File: src/rtl/muldiv_sequencer.sv
// Iterative MULT/MULTU/DIV/DIVU sequencer for the HI/LO path: WIDTH-cycle
// shift-add multiply or restoring divide on magnitudes, then a sign fix.
module muldiv_sequencer #(
  parameter int WIDTH = 32
) (
  input  logic             clk,
  input  logic             resetn,
  input  logic             op_valid,
  input  logic [1:0]       op,
  input  logic [WIDTH-1:0] src_a,
  input  logic [WIDTH-1:0] src_b,
  input  logic             hilo_rd,
  input  logic             flush,
  output logic             busy,
  output logic             stall,
  output logic             hilo_we,
  output logic [WIDTH-1:0] hi,
  output logic [WIDTH-1:0] lo,
  output logic [1:0]       state_dbg
);

  localparam int CW = (WIDTH > 1) ? $clog2(WIDTH) : 1;

  typedef enum logic [1:0] {
    S_IDLE    = 2'd0,
    S_COMPUTE = 2'd1,
    S_FINISH  = 2'd2
  } state_t;

  state_t           state;
  logic [CW-1:0]    cnt;
  logic             is_div;
  logic             is_signed;
  logic             sa;
  logic             sb;
  logic             b_zero;
  logic [WIDTH-1:0] opnd;     // multiplicand (multiply) or divisor (divide)
  logic [WIDTH-1:0] acc_hi;   // upper product half / partial remainder
  logic [WIDTH-1:0] acc_lo;   // multiplier shifting out / quotient shifting in

  logic             op_signed;
  logic [WIDTH-1:0] a_mag;
  logic [WIDTH-1:0] b_mag;
  logic [WIDTH:0]   mul_sum;
  logic [WIDTH:0]   rem_sh;
  logic [WIDTH+1:0] div_diff;
  logic             borrow;
  logic [2*WIDTH-1:0] prod;
  logic [2*WIDTH-1:0] prod_fix;
  logic [WIDTH-1:0] quo_fix;
  logic [WIDTH-1:0] rem_fix;

  // Handshake: decode holds op_valid/op/src_* until this block is idle;
  // stall tells it the op (or an HI/LO read) cannot proceed this cycle.
  assign busy      = (state != S_IDLE);
  assign stall     = busy & (op_valid | hilo_rd);
  assign state_dbg = state;

  always_comb begin
    op_signed = ~op[0];
    a_mag     = (op_signed & src_a[WIDTH-1]) ? -src_a : src_a;
    b_mag     = (op_signed & src_b[WIDTH-1]) ? -src_b : src_b;

    mul_sum   = {1'b0, acc_hi} + (acc_lo[0] ? {1'b0, opnd} : {(WIDTH+1){1'b0}});

    rem_sh    = {acc_hi, acc_lo[WIDTH-1]};
    div_diff  = {1'b0, rem_sh} - {2'b00, opnd};
    borrow    = div_diff[WIDTH+1];

    prod      = {acc_hi, acc_lo};
    prod_fix  = (is_signed & (sa ^ sb)) ? -prod : prod;
    // A zero divisor leaves quotient all-ones and the remainder equal to |a|;
    // restoring the dividend's sign on the remainder yields hi = src_a.
    quo_fix   = (is_signed & (sa ^ sb) & ~b_zero) ? -acc_lo : acc_lo;
    rem_fix   = (is_signed & sa) ? -acc_hi : acc_hi;
  end

  always_ff @(posedge clk or negedge resetn) begin
    if (!resetn) begin
      state     <= S_IDLE;
      cnt       <= '0;
      is_div    <= 1'b0;
      is_signed <= 1'b0;
      sa        <= 1'b0;
      sb        <= 1'b0;
      b_zero    <= 1'b0;
      opnd      <= '0;
      acc_hi    <= '0;
      acc_lo    <= '0;
      hilo_we   <= 1'b0;
      hi        <= '0;
      lo        <= '0;
    end else begin
      hilo_we <= 1'b0;
      case (state)
        S_IDLE: begin
          if (op_valid && !flush) begin
            is_div    <= op[1];
            is_signed <= op_signed;
            sa        <= op_signed & src_a[WIDTH-1];
            sb        <= op_signed & src_b[WIDTH-1];
            b_zero    <= (src_b == '0);
            opnd      <= op[1] ? b_mag : a_mag;
            acc_hi    <= '0;
            acc_lo    <= op[1] ? a_mag : b_mag;
            cnt       <= '0;
            state     <= S_COMPUTE;
          end
        end
        S_COMPUTE: begin
          if (flush) begin
            state <= S_IDLE;
          end else begin
            if (is_div) begin
              acc_hi <= borrow ? rem_sh[WIDTH-1:0] : div_diff[WIDTH-1:0];
              acc_lo <= {acc_lo[WIDTH-2:0], ~borrow};
            end else begin
              {acc_hi, acc_lo} <= {mul_sum, acc_lo[WIDTH-1:1]};
            end
            cnt <= cnt + 1'b1;
            if (cnt == CW'(WIDTH - 1)) begin
              state <= S_FINISH;
            end
          end
        end
        S_FINISH: begin
          state <= S_IDLE;
          if (!flush) begin
            hilo_we <= 1'b1;
            if (is_div) begin
              hi <= rem_fix;
              lo <= quo_fix;
            end else begin
              hi <= prod_fix[2*WIDTH-1:WIDTH];
              lo <= prod_fix[WIDTH-1:0];
            end
          end
        end
        default: state <= S_IDLE;
      endcase
    end
  end

endmodule
File: config.mk
export PLATFORM = sky130hd
export DESIGN_NAME = muldiv_sequencer
export DESIGN_NICKNAME = d
export VERILOG_FILES = /design/src/rtl/muldiv_sequencer.sv
export SDC_FILE = /design/constraint.sdc
export NUM_CORES = 1
export LEC_CHECK = 0
export ABC_CLOCK_PERIOD_IN_PS = 3600
export CORE_MARGIN = 5
export CORE_UTILIZATION = 60
export CTS_BUF_LIST = sky130_fd_sc_hd__clkbuf_8
export CTS_CLUSTER_SIZE = 28
export DETAILED_ROUTE_END_ITERATION = 10
export DONT_BUFFER_PORTS = 1
export PLACE_DENSITY = 0.76
export SYNTH_ARGS = -nofsm -noshare
export SYNTH_HDL_FRONTEND = slang
export SYNTH_SLANG_ARGS = --single-unit
File: constraint.sdc
create_clock -name clk -period 3.6 [get_ports clk]
set_input_delay 1.08 -clock clk [delete_from_list [all_inputs] [get_ports clk]]
set_output_delay 1.08 -clock clk [all_outputs]
set_load 0.05 [all_outputs]
==> results of run 1 <==
==> per-layer routing <==
metal | vias up | track usage | wire length (um)
met2 | 718 | 0.524 | 21000
li1 | 6537 | - | -
met5 | - | 0 | 0
met3 | 150 | 0.0562 | 3860
met4 | 0 | 0.200 | 3020
met1 | 6529 | 0.459 | 18900
==> metrics by stage <==
| stage | cells | setup slack, ps |
|---|---|---|
| finish | 2156 | 140 |
| global route | 2156 | 43.5 |
| CTS | 2156 | 213 |
| detailed placement | 2124 | 144 |
| global placement | 2124 | 164 |
| floorplan | 1828 | 276 |
==> critical path, stage by stage (launching register included) <==
cell and delay, ps:
dfrtp_1 370, inv_1 110, ha_1 320, a21o_1 240
a31oi_1 260, a21oi_1 150, o311a_1 420, o31ai_1 300
and3_1 280, buf_4 240, nand2_1 180, o211ai_1 220
o221ai_1 210
==> state kept, by name (all words and copies together), names as in the netlist <==
signal and cells:
b_zero 1, lo 32, acc_hi 32, acc_lo 32, hi 32, hilo_we 1
state_dbg 2, is_signed 1, opnd 32, sa 1, is_div 1, cnt 5
sb 1
==> report_power, final <==
part	leakage, nW	switching [mW]	internal [mW]	total (mW)
registers	2.25	0.542	2.29	2.83
clock network	0.215	0.952	0.555	1.51
logic	4.34	3.94	2.73	6.67
==> cells by family after synthesis <==
group,synth area share
AND/OR/NAND/NOR,0.199
AO/OA/AOI/OAI,0.245
XOR/XNOR,0.108
flip-flops,0.300
buffers and inverters,0.0451
adder cells (fa/ha/maj),0.0635
multiplexers,0.0397
==> area by class of cell <==
type                       count  area share
clock buffer                  17      0.0151
clock inverter                15      0.0133
inverter                      62      0.0152
multi-input combinational   1486       0.610
sequential                   173       0.279
tap                          319      0.0257
timing repair buffer          84      0.0415
==> cell usage in the layout (no fill, tap or decap), types with 15 or more instances in the layout <==
master / count
buf_4: 83
nor2_1: 167
mux2i_1: 46
nor4_1: 15
o21ai_0: 182
xor2_1: 77
dfrtp_1: 172
inv_1: 60
or3_1: 18
ha_1: 70
nor3_1: 48
a21o_1: 40
nand2b_1: 18
a31oi_1: 16
clkbuf_8: 17
nand2_1: 209
a21oi_1: 170
xnor2_1: 101
o31ai_1: 19
o211ai_1: 21
nor2b_1: 15
nand3_1: 32
==> worst min path at each step <==
| stage | startpoint | end | slack [ps] |
|---|---|---|---|
| after floorplan | opnd[10]$_DFFE_PN0P_ | opnd[10]$_DFFE_PN0P_ | 450 |
| after global placement | opnd[19]$_DFFE_PN0P_ | opnd[19]$_DFFE_PN0P_ | 460 |
| after detailed placement | opnd[8]$_DFFE_PN0P_ | opnd[8]$_DFFE_PN0P_ | 470 |
| after CTS | resetn | lo[15]$_DFFE_PN0P_ | 260 |
| after global routing | resetn | lo[7]$_DFFE_PN0P_ | 240 |
| final | resetn | opnd[12]$_DFFE_PN0P_ | 280 |
==> flow_metrics.env, run 1 <==
export IMPL_async_reset_ff_frac=1.00
export IMPL_h_tree_depth=4
export IMPL_grt_pass1_vias=13132
export IMPL_die_y_um=165
export IMPL_status="finished clean"
export IMPL_die_w_um=165
export IMPL_critPathRequiredTime_ps=3940
export IMPL_wl_um=46800
export IMPL_grt_max_degree=174
export IMPL_power_density_mw_per_mm2=710
export IMPL_post_cts_buffers=0
export IMPL_port_buffers=0
export IMPL_synth_most_common_cell="nand2_1"
export IMPL_drt_iter0_drc=1629
export IMPL_hold_path_class="primary input to async pin"
export IMPL_crit_arrival_ps=3800
export IMPL_crit_path_max_fanout=13
export IMPL_area_growth_syn_to_layout_pct=7.57
export IMPL_vias_per_cell=6.46
export IMPL_drive_above_1_share=0.0866
export IMPL_worst_pin_slew_ps=1080
export IMPL_dieArea_mm2=0.0272
export IMPL_yosysSeqAreaShare=0.300
export IMPL_skew_ps=26.3
export IMPL_slew_viol_final=0
export IMPL_holdWs_ps=280
export IMPL_io_pins=140
export IMPL_ff2ff_path_depth=12
export IMPL_synth_commonest_cells="nand2_1, o21ai_0, dfrtp_1, a21oi_1, nor2_1"
export IMPL_synth_edff_count=0
export IMPL_cts_root_buf="clkbuf_8"
export IMPL_initial_core_util=0.613
export IMPL_overflow=0
export IMPL_grt_usage=0.343
export IMPL_r2r_start="opnd[4]$_DFFE_PN0P_"
export IMPL_cp_endpoint="acc_lo[0]$_DFFE_PN0P_"
export IMPL_avgSynthCellArea_um2=7.89
export IMPL_yosys_area_top_type="dfrtp_1"
export IMPL_synth_cell_area_mm2=0.0144
export IMPL_place_congestion=0.983
export IMPL_synth_top_cell_area_share=0.300
export IMPL_drv_cap=0
export IMPL_fin_util=0.659
export IMPL_period_share=0.961
export IMPL_regToRegSetupSlack_ps=140
export IMPL_antenna_found_initial=0
export IMPL_synth_cell_types=78
export IMPL_design_area_mm2=0.0155
export IMPL_wl_per_cell_um=21.7
export IMPL_cts_tree="done"
export IMPL_syn_inst=1828
export IMPL_synth_area_leaders="dfrtp_1, o21ai_0, xnor2_1, ha_1, a21oi_1"
export IMPL_clk_latency_ps=500
export IMPL_multi_input_area_mm2=0.00946
export IMPL_grt_first_pass_wirelength_um=72500
export IMPL_hold_violations=0
export IMPL_synth_nets=1971
export IMPL_ant_nets=0
export IMPL_cts_buffers=17
export IMPL_fill_cells=2073
export IMPL_setup_viol=0
export IMPL_route_detailed_drc=0
export IMPL_yosys_warnings=0
export IMPL_clk_pin_slew_ps=110
export IMPL_crit_type="register to register"
export IMPL_cp_start_kind="register"
export IMPL_dpl_cell_area_mm2=0.0151
export IMPL_irDropWorstVdd_mv=0.352
export IMPL_slew_headroom=0.281
export IMPL_cp_end_kind="register"
export IMPL_clock_sinks=173
export IMPL_post_cts_resized=0
export IMPL_r2r_end="acc_lo[0]$_DFFE_PN0P_"
export IMPL_power_leakage_nw=6.80
export IMPL_hpwl_um=35900
export IMPL_yosys_most_used_dff="dfrtp_1"
export IMPL_coreArea_mm2=0.0235
export IMPL_rsz0062_at_grt="no"
export IMPL_period_minus_slack_ps=3460
export IMPL_vias=13934
export IMPL_seq_area_mm2=0.00433
export IMPL_rows=56
export IMPL_fmax_mhz=289
export IMPL_layout_nets=1967
export IMPL_total_power_mw=11.0
export IMPL_ys_ff_latch=173
export IMPL_setup_tns_ps=0
export IMPL_startpoint="opnd[4]$_DFFE_PN0P_"
export IMPL_diodes=0
export IMPL_clock_path_buffers=2
export IMPL_first_pass_iters=5
export IMPL_ctsHoldBuffers=0
Note: power is estimated with default switching activity, not from simulation.
==> run 2, diff against run 1 <==
Settings changed: CORE_UTILIZATION 60 to 40, PLACE_DENSITY 0.76 to not set.
==> run 2 against run 1 <==
Effect of this change:
- register-to-register slack better by 90 ps
- flip-flop and latch count stayed put
- clock power hardly changed
- clock-buffer cell count is 1 higher
- combinational power is 0.7% lower
- global-route usage is 8.5 points lower
- critical endpoint is now acc_hi[24]$_DFFE_PN0P_
- largest cell class unchanged
- largest power group unchanged
==> flow_metrics.env, run 2 (synthesis gave the netlist of run 1 again) <==
export IMPL_status="finished clean"
export IMPL_overflow=0
export IMPL_grt_busiest_layer="met2"
export IMPL_worst_pin_slew_ps=810
export IMPL_fin_util=0.442
export IMPL_first_pass_iters=6
export IMPL_cp_end_kind="register"
export IMPL_slew_viol_final=0
export IMPL_cpMaxStageDelayCell="dfrtp_1"
export IMPL_clock_path_buffers=2
export IMPL_setup_tns_ps=0
export IMPL_power_leakage_nw=6.85
export IMPL_design_area_mm2=0.0157
export IMPL_drt_iter0_drc=1286
export IMPL_fill_cells=3631
export IMPL_dpl_cell_area_mm2=0.0153
export IMPL_cpPeakStageDelay_ps=480
export IMPL_setup_viol=0
export IMPL_h_tree_depth=4
export IMPL_hpwl_um=40700
export IMPL_path_buf_inv=2
export IMPL_grt_first_pass_wirelength_um=79500
export IMPL_vias=13817
export IMPL_fmax_mhz=296
export IMPL_coreArea_mm2=0.0356
export IMPL_drv_cap=0
export IMPL_critPathRequiredTime_ps=4040
export IMPL_clk_pin_slew_ps=100
export IMPL_rows=69
export IMPL_slew_headroom=0.460
export IMPL_clk_latency_ps=500
export IMPL_rsz0062_at_grt="no"
export IMPL_r2r_start="opnd[22]$_DFFE_PN0P_"
export IMPL_area_growth_syn_to_layout_pct=9.04
export IMPL_total_power_mw=11.0
export IMPL_pwr_share_comb=0.602
export IMPL_crit_chain="inv_1, ha_1, and3_1, nand2_1, nor3_1, o311a_1, o31ai_1, and3_1, buf_4, or3_1, a21oi_1, a221o_1"
export IMPL_grt_usage=0.258
export IMPL_use_met3=0.0587
export IMPL_grt_pass1_vias=13059
export IMPL_dpl_worst_slack_ps=105
export IMPL_vias_per_cell=5.99
export IMPL_cts_buffers=17
export IMPL_layout_nets=1973
export IMPL_wl_per_cell_um=22.6
export IMPL_power_density_mw_per_mm2=699
export IMPL_mostFrequentLayoutCell="nand2_1"
export IMPL_worst_slack_ps=227
export IMPL_skew_ps=23.3
export IMPL_wl_um=52000
export IMPL_initial_core_util=0.405
export IMPL_crit_path_max_fanout=8
export IMPL_cp_start_kind="register"
export IMPL_drive_above_1_share=0.0884
export IMPL_pwr_share_seq=0.264
export IMPL_grt_max_degree=174
export IMPL_cts_tree="done"
export IMPL_die_w_um=200
export IMPL_clock_sinks=173
export IMPL_place_congestion=0.979
export IMPL_cts_root_buf="clkbuf_8"
export IMPL_period_minus_slack_ps=3370
export IMPL_ant_nets=0
export IMPL_die_y_um=200
export IMPL_antenna_found_initial=0
export IMPL_critPathMostFrequentCell="and3_1"
export IMPL_crit_type="register to register"
export IMPL_crit_family="simple AND/OR/NAND/NOR gates"
export IMPL_r2r_end="acc_hi[24]$_DFFE_PN0P_"
export IMPL_ff2ff_path_depth=12
export IMPL_dieArea_mm2=0.0400
export IMPL_crit_arrival_ps=3820
export IMPL_route_detailed_drc=0
export IMPL_p_clk_frac=0.134
export IMPL_final_cell_mix="nand2_1, o21ai_0, dfrtp_1"
export IMPL_power_switching_mw=5.35
export IMPL_irDropWorstVdd_mv=0.419
export IMPL_regToRegSetupSlack_ps=230
export IMPL_port_buffers=0
export IMPL_hold_path_class="primary input to async pin"
export IMPL_hold_violations=0
export IMPL_grt_util_met2=0.420
export IMPL_intPower_mw=5.65
export IMPL_p_sw_frac=0.486
export IMPL_io_pins=140
export IMPL_period_share=0.937
export IMPL_globalRouteMet1Util=0.345
run 2: per-layer routing:
layer / vias to the layer above / share of wire
li1: 6561 / -
met1: 6624 / 0.44
met2: 558 / 0.46
met3: 74 / 0.078
met4: 0 / 0.030
met5: - / 0
run 2: stage by stage:
step                      hold WS, ps  instances
final                             274       2305
after global routing              233       2304
after CTS                         237       2303
after detailed placement          486       2271
after global placement            470       2271
after floorplan                   450       1828
run 2: worst max path at each step:
stage | startpoint | end | slack [ps] | cells past startpoint
final | opnd[22]$_DFFE_PN0P_ | acc_hi[24]$_DFFE_PN0P_ | 230 | 12
after global routing | acc_hi[0]$_DFFE_PN0P_ | acc_hi[21]$_DFFE_PN0P_ | 40 | 10
after CTS | acc_lo[0]$_DFFE_PN0P_ | acc_hi[26]$_DFFE_PN0P_ | 210 | 14
after detailed placement | src_b[8] | acc_lo[27]$_DFFE_PN0P_ | 100 | 9
after global placement | src_b[8] | acc_lo[25]$_DFFE_PN0P_ | 130 | 9
after floorplan | src_b[8] | acc_lo[27]$_DFFE_PN0P_ | 280 | 9
run 2: layout make-up:
| cell class | count | area (um2) | share of cell area |
|---|---|---|---|
| antenna | 1 | 2.50 | 0.000159 |
| clock buffer | 18 | 248 | 0.0158 |
| clock inverter | 14 | 156 | 0.00995 |
| inverter | 62 | 233 | 0.0148 |
| multi-input combinational | 1486 | 9470 | 0.602 |
| sequential | 173 | 4330 | 0.275 |
| tap | 461 | 577 | 0.0367 |
| timing repair buffer | 90 | 713 | 0.0454 |
run 2: timing repair:
action | CTS | global route
setup endpoints to repair | 0 | 2
hold buffers | 0 | 0
setup buffers | 0 | 1
resized for setup | 0 | 2
run 2: power by group through the flow:
| stage | Sequential, mW | Clock, mW | Combinational (mW) |
|---|---|---|---|
| 3_5_place_dp | 2.93 | 0 | 6.46 |
| 6_report | 2.90 | 1.48 | 6.62 |
| 2_1_floorplan | 2.71 | 0 | 4.67 |
| 4_1_cts | 2.89 | 1.51 | 6.49 |
| 5_1_grt | 2.96 | 1.58 | 7.25 |
| 3_3_place_gp | 2.91 | 0 | 6.43 |
==> run 3, diff against run 2 <==
Settings changed: SETUP_SLACK_MARGIN set to 0.15.
==> run 3 against run 2 <==
Effect of this change:
- first-iteration DRC count shrank 9.9%
- fmax increased by 2.3%
- routed wire length hardly changed
- largest power group unchanged
==> flow_metrics.env, run 3 (synthesis gave the netlist of run 1 again) <==
export IMPL_final_cell_mix="nand2_1, o21ai_0, dfrtp_1"
export IMPL_grt_pass1_vias=13059
export IMPL_critPathRequiredTime_ps=4000
export IMPL_slew_headroom=0.467
export IMPL_setup_tns_ps=0
export IMPL_period_share=0.916
export IMPL_port_buffers=0
export IMPL_hpwl_um=40700
export IMPL_overflow=0
export IMPL_wl_met1_um=22600
export IMPL_initial_core_util=0.405
export IMPL_drt_iter0_drc=1159
export IMPL_io_pins=140
export IMPL_cts_tree="done"
export IMPL_slew_viol_final=0
export IMPL_clock_sinks=173
export IMPL_place_congestion=0.979
export IMPL_rows=69
export IMPL_cts_buffers=17
export IMPL_cp_end_kind="register"
export IMPL_vias=13792
export IMPL_wl_um=52100
export IMPL_dpl_worst_slack_ps=105
export IMPL_met3_length_um=4020
export IMPL_multi_input_area_mm2=0.00952
export IMPL_clock_path_buffers=2
export IMPL_h_tree_depth=4
export IMPL_clk_latency_ps=510
export IMPL_clk_pin_slew_ps=100
export IMPL_ctsHoldBuffers=0
export IMPL_die_w_um=200
export IMPL_route_detailed_drc=0
export IMPL_layout_nets=1975
export IMPL_crit_path_max_fanout=15
export IMPL_wl_per_cell_um=22.6
export IMPL_r2r_start="acc_lo[0]$_DFFE_PN0P_"
export IMPL_ant_nets=0
export IMPL_area_growth_syn_to_layout_pct=9.53
export IMPL_worst_pin_slew_ps=800
export IMPL_grt_first_pass_wirelength_um=79500
export IMPL_hold_violations=0
export IMPL_drive_above_1_share=0.0970
export IMPL_seq_area_mm2=0.00433
export IMPL_setup_viol=0
export IMPL_vias_per_cell=5.98
export IMPL_rsz0062_at_grt="yes"
export IMPL_mostFrequentLayoutCell="nand2_1"
export IMPL_coreArea_mm2=0.0356
export IMPL_cts_root_buf="clkbuf_8"
export IMPL_first_pass_iters=6
export IMPL_period_minus_slack_ps=3300
export IMPL_fill_cells=3626
export IMPL_die_y_um=200
export IMPL_fmax_mhz=303
export IMPL_cp_start_kind="register"
export IMPL_antenna_found_initial=0
export IMPL_drv_cap=0
export IMPL_wl_met2_um=23800
export IMPL_skew_ps=21.6
export IMPL_status="finished clean"
export IMPL_grt_max_degree=174
export IMPL_startpoint="acc_lo[0]$_DFFE_PN0P_"
export IMPL_power_density_mw_per_mm2=700
export IMPL_highest_signal_layer="met4"
export IMPL_dpl_cell_area_mm2=0.0153
export IMPL_irDropWorstVdd_mv=0.437
export IMPL_hold_path_class="primary input to async pin"
export IMPL_crit_type="register to register"
export IMPL_dieArea_mm2=0.0400
export IMPL_crit_arrival_ps=3690
export IMPL_design_area_mm2=0.0158
export IMPL_power_leakage_nw=6.86
export IMPL_grt_usage=0.258
export IMPL_worst_slack_ps=303
-- run 3: per-layer routing --
layer / global-route usage / vias up
met5: 0 / -
met4: 0.0790 / 0
met3: 0.0587 / 74
met2: 0.420 / 548
met1: 0.345 / 6597
li1: - / 6573
-- run 3: repair_timing --
item                       in CTS  in global routing
setup buffers                   0                  3
setup endpoints to repair       0                 13
resized for setup               0                 19
-- run 3: layout make-up --
type | instances | share of cell area
Sequential cell | 173 | 0.274
Timing Repair Buffer | 92 | 0.0463
Antenna cell | 1 | 0.000158
Multi-Input combinational cell | 1486 | 0.602
Tap cell | 461 | 0.0365
Clock inverter | 14 | 0.00990
Inverter | 62 | 0.0147
Clock buffer | 18 | 0.0157
-- run 3: path summary, 6_finish.rpt --
check | endpoint | slack [ps] | cells after the start
max | acc_hi[26]$_DFFE_PN0P_ | 300 | 13
min | acc_hi[18]$_DFFE_PN0P_ | 270 | 0
max reg2reg | acc_hi[26]$_DFFE_PN0P_ | 300 | 13
min reg2reg | opnd[10]$_DFFE_PN0P_ | 510 | 2
max in group asynchronous | acc_lo[13]$_DFFE_PN0P_ | 2930 | 0
min in group clk | opnd[10]$_DFFE_PN0P_ | 510 | 2
-- run 3: metrics by stage --
stage | util | power (mW) | instances | hold slack, ps
final | 0.444 | 11.1 | 2307 | 271
after global routing | 0.444 | 11.9 | 2306 | 233
after CTS | 0.442 | 10.9 | 2303 | 237
after detailed placement | 0.430 | 9.39 | 2271 | 486
after global placement | 0.430 | 9.35 | 2271 | 470
after floorplan | - | 7.38 | 1828 | 450
-- run 3: worst max-delay path, cell delays in order, from the launching register on --
cell	delay, ps
dfrtp_1	400
inv_2	90
buf_12	140
nor2_1	70
ha_1	370
or3_1	380
o211ai_1	180
nand4b_1	260
a2111o_1	510
nand2_2	120
buf_4	120
xor2_1	140
o21ai_0	110
a221o_1	280
-- run 3: power breakdown --
| part | internal [mW] | switching [mW] | total [mW] |
|---|---|---|---|
| Sequential | 2.29 | 0.608 | 2.90 |
| Clock | 0.651 | 0.820 | 1.47 |
| Combinational | 2.75 | 3.94 | 6.69 |
